==> src/rtl/ffa_uart_pkg.sv <==
// Shared types and constants for the FFA result UART transmitter.
// Defining FFA_UART_PARITY_EN adds an even-parity bit to every byte frame (8E1).
package ffa_uart_pkg;

    typedef enum logic [2:0] {
        ST_IDLE   = 3'd0,
        ST_START  = 3'd1,
        ST_DATA   = 3'd2,
`ifdef FFA_UART_PARITY_EN
        ST_PARITY = 3'd3,
`endif
        ST_STOP   = 3'd4
    } uart_state_e;

`ifdef FFA_UART_PARITY_EN
    localparam int unsigned FRAME_BITS = 11;
`else
    localparam int unsigned FRAME_BITS = 10;
`endif

    localparam int unsigned BYTES_PER_WORD = 4;

    function automatic int unsigned calc_clks_per_bit(input int unsigned clk_hz,
                                                      input int unsigned baud);
        return clk_hz / baud;
    endfunction

endpackage

==> src/rtl/uart_baud_gen.sv <==
// Bit-period timer: counts CLKS_PER_BIT clocks while enabled and pulses bit_done_c
// on the last clock of each bit. restart_i re-aligns the count to a new word.
module uart_baud_gen #(
    parameter int unsigned CLKS_PER_BIT = 10
) (
    input  logic clk,
    input  logic rst_n,
    input  logic restart_i,
    input  logic en_i,
    output logic bit_done_c
);
    localparam int unsigned CNT_W = (CLKS_PER_BIT > 1) ? $clog2(CLKS_PER_BIT) : 1;
    localparam logic [CNT_W-1:0] CNT_LAST = CNT_W'(CLKS_PER_BIT - 1);

    logic [CNT_W-1:0] cnt_q;
    logic [CNT_W-1:0] cnt_d;

    always_comb begin
        cnt_d = cnt_q;
        if (restart_i) begin
            cnt_d = '0;
        end else if (en_i) begin
            cnt_d = (cnt_q == CNT_LAST) ? '0 : cnt_q + CNT_W'(1);
        end
    end

    always_ff @(posedge clk or negedge rst_n) begin
        if (!rst_n) begin
            cnt_q <= '0;
        end else begin
            cnt_q <= cnt_d;
        end
    end

    assign bit_done_c = en_i && (cnt_q == CNT_LAST);

endmodule

==> src/rtl/ffa_result_uart_tx.sv <==
// Sends each accepted 32-bit result word as four UART byte frames, MSB byte first.
// Build option FFA_UART_PARITY_EN inserts an even-parity bit after the data bits.
module ffa_result_uart_tx
    import ffa_uart_pkg::*;
#(
    parameter int unsigned CLK_FREQ_HZ  = 100_000_000,
    parameter int unsigned BAUD_RATE    = 115200,
    parameter int unsigned CLKS_PER_BIT = calc_clks_per_bit(CLK_FREQ_HZ, BAUD_RATE)
) (
    input  logic        clk,
    input  logic        rst_n,
    input  logic        tx_start,
    input  logic [31:0] tx_data,
    output logic        tx_busy,
    output logic        uart_txd
);
    localparam int unsigned WORD_W = 32;
    localparam int unsigned BYTE_W = 8;
    localparam int unsigned BIT_W  = 3;
    localparam int unsigned IDX_W  = 2;

    generate
        if (CLKS_PER_BIT < 2) begin : g_bad_cfg
            $error("ffa_result_uart_tx: CLKS_PER_BIT must be at least 2");
        end
    endgenerate

    uart_state_e       state_q, state_d;
    logic [WORD_W-1:0] shift_q, shift_d;
    logic [BIT_W-1:0]  bit_idx_q, bit_idx_d;
    logic [IDX_W-1:0]  byte_idx_q, byte_idx_d;
    logic              txd_q, txd_d;
    logic              busy_q, busy_d;
    logic [BYTE_W-1:0] cur_byte;
    logic              accept_c;
    logic              bit_done_c;

    uart_baud_gen #(
        .CLKS_PER_BIT (CLKS_PER_BIT)
    ) u_baud (
        .clk        (clk),
        .rst_n      (rst_n),
        .restart_i  (accept_c),
        .en_i       (state_q != ST_IDLE),
        .bit_done_c (bit_done_c)
    );

    // Next state; line and busy are derived from the next state so both are registered.
    always_comb begin
        state_d    = state_q;
        shift_d    = shift_q;
        bit_idx_d  = bit_idx_q;
        byte_idx_d = byte_idx_q;
        accept_c   = 1'b0;
        busy_d     = 1'b0;
        txd_d      = 1'b1;
        cur_byte   = '0;

        case (state_q)
            ST_IDLE: begin
                if (tx_start) begin
                    accept_c   = 1'b1;
                    shift_d    = tx_data;
                    bit_idx_d  = '0;
                    byte_idx_d = '0;
                    state_d    = ST_START;
                end
            end
            ST_START: begin
                if (bit_done_c) begin
                    bit_idx_d = '0;
                    state_d   = ST_DATA;
                end
            end
            ST_DATA: begin
                if (bit_done_c) begin
                    if (bit_idx_q == BIT_W'(7)) begin
                        bit_idx_d = '0;
`ifdef FFA_UART_PARITY_EN
                        state_d   = ST_PARITY;
`else
                        state_d   = ST_STOP;
`endif
                    end else begin
                        bit_idx_d = bit_idx_q + BIT_W'(1);
                    end
                end
            end
`ifdef FFA_UART_PARITY_EN
            ST_PARITY: begin
                if (bit_done_c) begin
                    state_d = ST_STOP;
                end
            end
`endif
            ST_STOP: begin
                if (bit_done_c) begin
                    if (byte_idx_q != IDX_W'(BYTES_PER_WORD - 1)) begin
                        byte_idx_d = byte_idx_q + IDX_W'(1);
                        shift_d    = {shift_q[WORD_W-BYTE_W-1:0], BYTE_W'(0)};
                        state_d    = ST_START;
                    end else begin
                        state_d = ST_IDLE;
                    end
                end
            end
            default: state_d = ST_IDLE;
        endcase

        cur_byte = shift_d[WORD_W-1 -: BYTE_W];
        busy_d   = (state_d != ST_IDLE);
        case (state_d)
            ST_START:  txd_d = 1'b0;
            ST_DATA:   txd_d = cur_byte[bit_idx_d];
`ifdef FFA_UART_PARITY_EN
            ST_PARITY: txd_d = ^cur_byte;
`endif
            default:   txd_d = 1'b1;
        endcase
    end

    always_ff @(posedge clk or negedge rst_n) begin
        if (!rst_n) begin
            state_q    <= ST_IDLE;
            shift_q    <= '0;
            bit_idx_q  <= '0;
            byte_idx_q <= '0;
            txd_q      <= 1'b1;
            busy_q     <= 1'b0;
        end else begin
            state_q    <= state_d;
            shift_q    <= shift_d;
            bit_idx_q  <= bit_idx_d;
            byte_idx_q <= byte_idx_d;
            txd_q      <= txd_d;
            busy_q     <= busy_d;
        end
    end

    assign tx_busy  = busy_q;
    assign uart_txd = txd_q;

endmodule

==> config.mk <==
export PLATFORM = sky130hd
export DESIGN_NAME = ffa_result_uart_tx
export DESIGN_NICKNAME = d
export VERILOG_FILES = /design/src/rtl/ffa_uart_pkg.sv /design/src/rtl/uart_baud_gen.sv /design/src/rtl/ffa_result_uart_tx.sv
export SDC_FILE = /design/constraint.sdc
export NUM_CORES = 1
export LEC_CHECK = 0
export CAP_MARGIN = 25
export CORE_MARGIN = 2
export CORE_UTILIZATION = 50
export CTS_CLUSTER_SIZE = 40
export DETAILED_ROUTE_END_ITERATION = 8
export HOLD_SLACK_MARGIN = 0.1
export PLACE_DENSITY = 0.84
export SKIP_LAST_GASP = 1
export SLEW_MARGIN = 20
export SYNTH_ARGS = -nofsm -noshare
export SYNTH_HDL_FRONTEND = slang
export SYNTH_SLANG_ARGS = --single-unit
==> constraint.sdc <==
create_clock -name clk -period 5.7 [get_ports clk]
set_clock_uncertainty 0.1 [all_clocks]
set_input_delay 1.71 -clock clk [delete_from_list [all_inputs] [get_ports clk]]
set_output_delay 1.71 -clock clk [all_outputs]
set_load 0.01 [all_outputs]
# Word level (Yosys, flattened, before mapping)
# Cells that the tools add are included.
[word_totals] ff_bits=52 in_bits=35 out_inout_bits=2 wordCells=58
[op_classes] add_sub_neg=3 order_cmp=1 n_eq_ne=11 mux=28 n_reduce_logical=7
[op_table] op="two-way mux 32 bit" count=3
[op_table] op="case mux 32 bit (2 select lines)" count=1
[op_table] op="two-way mux 10 bit" count=3
[op_table] op="two-way mux 3 bit" count=9
[op_table] op="case mux 3 bit (4 select lines)" count=1
[op_table] op="adder 10 x 1 -> 10 bit (second input constant)" count=1
[op_table] op="equality test 10 bit (second input constant)" count=1
[op_table] op="case mux 3 bit (3 select lines)" count=1
[op_table] op="inequality test 2 bit (second input constant)" count=4
[op_table] op="equality test 3 x 1 -> 1 bit (second input constant)" count=2
[op_table] op="equality test 3 x 2 -> 1 bit (second input constant)" count=2
[op_table] op="equality test 3 bit (second input constant)" count=2
[op_table] op="two-way mux 2 bit" count=3
[op_table] op="nonzero test 3 bit" count=2
[op_table] op="less-than comparator 3 x 4 -> 1 bit (second input constant)" count=1
[op_table] op="two-way mux 1 bit" count=4
[op_table] op="case mux 2 bit (2 select lines)" count=1
[op_table] op="AND reduction 4 bit" count=1
[op_table] op="nonzero test 2 bit" count=2
[op_table] op="adder 3 x 1 -> 3 bit (second input constant)" count=1
[op_table] op="binary-select mux 1 bit (select 3 bit)" count=1
[op_table] op="logical NOT 3 bit" count=1
[op_table] op="adder 2 x 1 -> 2 bit (second input constant)" count=1
[op_table] op="case mux 1 bit (2 select lines)" count=1
[op_table] op="logical AND 1 bit" count=1

# Logic depth before layout (Yosys ltp)
[depth] depth_word=7 mapped_depth=11 mapped_depth_nobuf=9

# Cells and area by module
# From an unflattened synthesis, not the netlist that was laid out.
[unflattened] cells_unflattened=252 area_unflattened_um2=2553.7
[by_module_without_submodules] mod="ffa_result_uart_tx" n_inst=1 cells_each=194 area_each_um2=1965.6 seq_area_each_um2=1052.3
[by_module_without_submodules] mod="uart_baud_gen" n_inst=1 cells_each=58 area_each_um2=588.1 seq_area_each_um2=250.2

# Least setup slack after synthesis
# No wires, ideal clock.
[synth_timing] path_type="input to register" from="input port tx_start" to="register txd_q, in the netlist uart_txd" setup_time_ns=0.097 arrival_ns=3.180 required_time_ns=5.503 slack_ns=2.323 stages=7 path_buffers=0 path_cell_list="nor3b_1 -> nor2_2 -> a221o_1 -> mux2_2 -> a22oi_1 -> o211a_1 -> a21oi_1"
[synth_via] elab_chain_len=5 elab_cells_between_ends=11 cone_classes="eq/ne: 2; mux: 9"
[synth_rtl] item="from (decl)" line_no="ffa_result_uart_tx.sv:12" text="input logic tx_start,"
[synth_rtl] item="two-way mux 32 bit" line_no="ffa_result_uart_tx.sv:61" text="if (tx_start) begin"
[synth_rtl] item="case mux 32 bit (2 select lines)" line_no="ffa_result_uart_tx.sv:59" text="case (state_q)"
[synth_rtl] item="named net shift_d[25]" line_no="ffa_result_uart_tx.sv:29" text="logic [WORD_W-1:0] shift_q, shift_d;"
[synth_rtl] item="binary-select mux 1 bit (select 3 bit)" line_no="ffa_result_uart_tx.sv:114" text="ST_DATA: txd_d = cur_byte[bit_idx_d];"
[synth_rtl] item="two-way mux 1 bit (implied by the code)" line_no="ffa_result_uart_tx.sv:114"
[synth_rtl] item="case mux 1 bit (2 select lines)" line_no="ffa_result_uart_tx.sv:112" text="case (state_d)"
[synth_rtl] item="named net txd_d" line_no="ffa_result_uart_tx.sv:32" text="logic txd_q, txd_d;"
[synth_rtl] item="to (signal assigned)" line_no="ffa_result_uart_tx.sv:135" text="txd_q <= txd_d;"
[synth_rtl] item="to (decl)" line_no="ffa_result_uart_tx.sv:32"
# The timed path passes the listed nets, and every way through them passes these cells. The select of a mux whose other input is x is not followed.
# A chain may end at the register's enable or synchronous reset.

# Worst setup path after layout
# Ends and elaborated chain as after synthesis.

==> impl_metrics.yaml <==
sta:
  relSlewSlack: 0.337
  rsz0062_at_grt: "false"
  min_period_over_period: 0.694
  min_period_ns: 3.96
  maxSlewViolCount: 0
  fmax_ghz: 0.253
  setup_tns_ns: 0
  worst_pin_slew_ns: 0.987
  finalHoldViolations: 0
  setup_violations: 0
clock_tree:
  htreeDepth: 2
  clk_path_buf_depth: 2
  clk_pin_slew_ns: 0.09
  cts_setup_buffers: 0
  cts_hold_buf: 0
  cts_tree: "done"
  post_cts_resized: 0
  cts_buffers: 5
  cts_root_buf: "clkbuf_8"
  insertion_delay_ns: 0.30
  clock_sinks: 52
drt:
  ant_nets: 0
  route.vias.total: 1956
  viasPerCell: 5.40
  firstDrtPassIters: 4
  drc: 0
  wl_per_cell_um: 14.2
  wl_mm: 5.12
  drt-initial-drc-count: 118
final_layout:
  final_cell_mix: "69 x nand2_1, 51 x dfrtp_1, 35 x clkdlybuf4s50_1"
  drive_above_1_share: 0.0712
  diodes: 0
  fillers: 396
  multi_input_area_um2: 1120
  final_common_cell: "nand2_1"
  nNetsFinal: 333
  area_delta_synth_final_pct: 20.9
  fin_area_um2: 3010
  final_util: 0.632
  area.sequential_um2: 1300
  layout.cells.non_filler: 362
critical_path:
  reg2reg_from: "u_baud.cnt_q[0]$_DFFE_PN0P_"
  crit_slowest_cell: "clkdlybuf4s50_1"
  cp_slowest_stage_delay_ns: 0.58
  worstReg2RegEnd: "uart_txd$_DFF_PN1_"
  worstPathArrival_ns: 4.07
  crit_path_start_kind: "input port"
  reg2reg_slack_ns: 2.44
  path_cells: "clkdlybuf4s50_1 > nor3b_2 > buf_4 > nor2_2 > a221o_1 > mux2_2 > a22oi_1 > o211a_1 > a21oi_1"
  cp-end-kind: "flip-flop"
  crit_family: "buffers and inverters"
  cp_max_fo: 32
  crit_buf_inv: 2
  critPathKind: "in -> reg"
  ff2ff_path_depth: 10
  critical_path_required_ns: 5.81
hold_path:
  whs_path_depth: 2
  min_from: "shift_q[30]$_DFF_PN0_"
  hold_path_end: "shift_q[30]$_DFF_PN0_"
  hp-class: "reg -> reg"
run_status:
  status: "complete, no violations"
floorplanning:
  die_area_um2: 5550
  core_area_um2: 4750
  die_w_um: 74.5
  start_util: 0.523
  row_count: 25
  fp.dieH_um: 74.5
  io_pins: 37
logic_synthesis:
  synth_edf_count: 0
  synth_cell_type_count: 46
  ys.flop_type: "dfrtp_1"
  synth-seq-cells: 52
  async_flop_share: 1.00
  synth_top_cell_area_share: 0.513
  ys_seq_area_frac: 0.524
  ys.warnings.count: 0
  synthesis.nets: 301
  synth_area_per_cell_um2: 9.49
  syn_inst: 262
  synth_area_leaders: "dfrtp_1 51%, nand2_1 10%, a22oi_1 5.7%, o21ai_0 4.4%, a221o_1 2.0%"
  synth_area_um2: 2490
  synth_area_leader_cell: "dfrtp_1"
place:
  dp.final_hpwl_mm: 3.60
  place_area_um2: 2910
  dp_cells: 354
  place.port_buffers: 36
  place_congestion: 0.793
grt:
  antenna_found_initial: 0
  grt_pass1_wl_mm: 8.64
  grt_pass1_vias: 1811
  grt.overflow.total: 0
  groute.usage.overall: 0.202
  grt_max_degree: 35
power:
  leakage_nw: 1.32
  peakVddDrop_uv: 143
  power_density_nw_per_um2: 216
  p_total_mw: 0.649
run:
  drv_cap: 0
## registers in the layout (all words and copies together) (netlist names)
signal and cells:
u_baud.cnt_q 10, tx_busy 1, shift_q 32, bit_idx_q 3, byte_idx_q 2, state_q 3
uart_txd 1
## power by group
group | internal, mW | switching [mW] | leakage (nW) | total, mW
Clock | 0.0984 | 0.120 | 0.0434 | 0.219
Sequential | 0.380 | 0.00570 | 0.643 | 0.385
Combinational | 0.0279 | 0.0174 | 0.629 | 0.0452
Total | 0.506 | 0.143 | 1.32 | 0.649
## worst register-to-register path: stages (launching register included)
cell     delay [ns]
dfrtp_1        0.40
ha_1           0.22
or4b_1         0.57
nor4_4         0.32
buf_4          0.32
nor2_2         0.14
a221o_1        0.39
mux2_2         0.27
a22oi_1        0.20
o211a_1        0.17
a21oi_1        0.07
## synth_stat cells, types with 3 or more instances
| cell | number |
|---|---|
| a21oi_1 | 3 |
| a221o_1 | 5 |
| a22o_1 | 3 |
| a22oi_1 | 19 |
| a31oi_1 | 4 |
| and2_1 | 5 |
| and3_1 | 4 |
| clkbuf_1 | 12 |
| dfrtp_1 | 51 |
| ha_1 | 4 |
| nand2_1 | 69 |
| nand3_1 | 5 |
| nor2_1 | 10 |
| nor2b_1 | 3 |
| nor3_1 | 5 |
| o21ai_0 | 22 |
## layout make-up
cell class | count | share of cell area
clock buffer | 6 | 0.0275
sequential | 52 | 0.433
tap | 67 | 0.0279
timing repair buffer | 40 | 0.132
clock inverter | 2 | 0.00500
multi-input combinational | 193 | 0.371
inverter | 2 | 0.00250
## metrics by stage
| stage | hold WS [ns] | worst slack (ns) |
|---|---|---|
| detailed placement | 0.354 | 1.44 |
| floorplan | 0.333 | 2.32 |
| CTS | 0.374 | 1.76 |
| global placement | 0.348 | 1.51 |
| finish | 0.374 | 1.74 |
| global route | 0.394 | 1.59 |
## how the worst max path moves through the flow
stage	from	endpoint	slack [ns]	cells after the start
final	tx_start	uart_txd$_DFF_PN1_	1.74	9
after global placement	tx_start	uart_txd$_DFF_PN1_	1.51	9
after detailed placement	tx_start	uart_txd$_DFF_PN1_	1.44	9
after CTS	tx_start	uart_txd$_DFF_PN1_	1.76	9
after floorplan	tx_start	uart_txd$_DFF_PN1_	2.32	7
after global routing	tx_start	uart_txd$_DFF_PN1_	1.59	9
## logic make-up after synthesis
logic type	Yosys count	share of synthesized area
compound gates	66	0.179
xor+xnor	3	0.0106
mux	4	0.0191
simple gates	116	0.218
fa+ha+maj	4	0.0201
buf+inv	17	0.0292
flops	52	0.524
## routing by layer
layer  track usage  vias to the layer above  wire length (µm)
met1         0.311                      926              2490
met3        0.0366                        5               115
met5             0                        -                 0
met2         0.297                       32              2470
met4        0.0536                        0                48
li1              -                      993                 -
(Power assumes the default switching activity.)
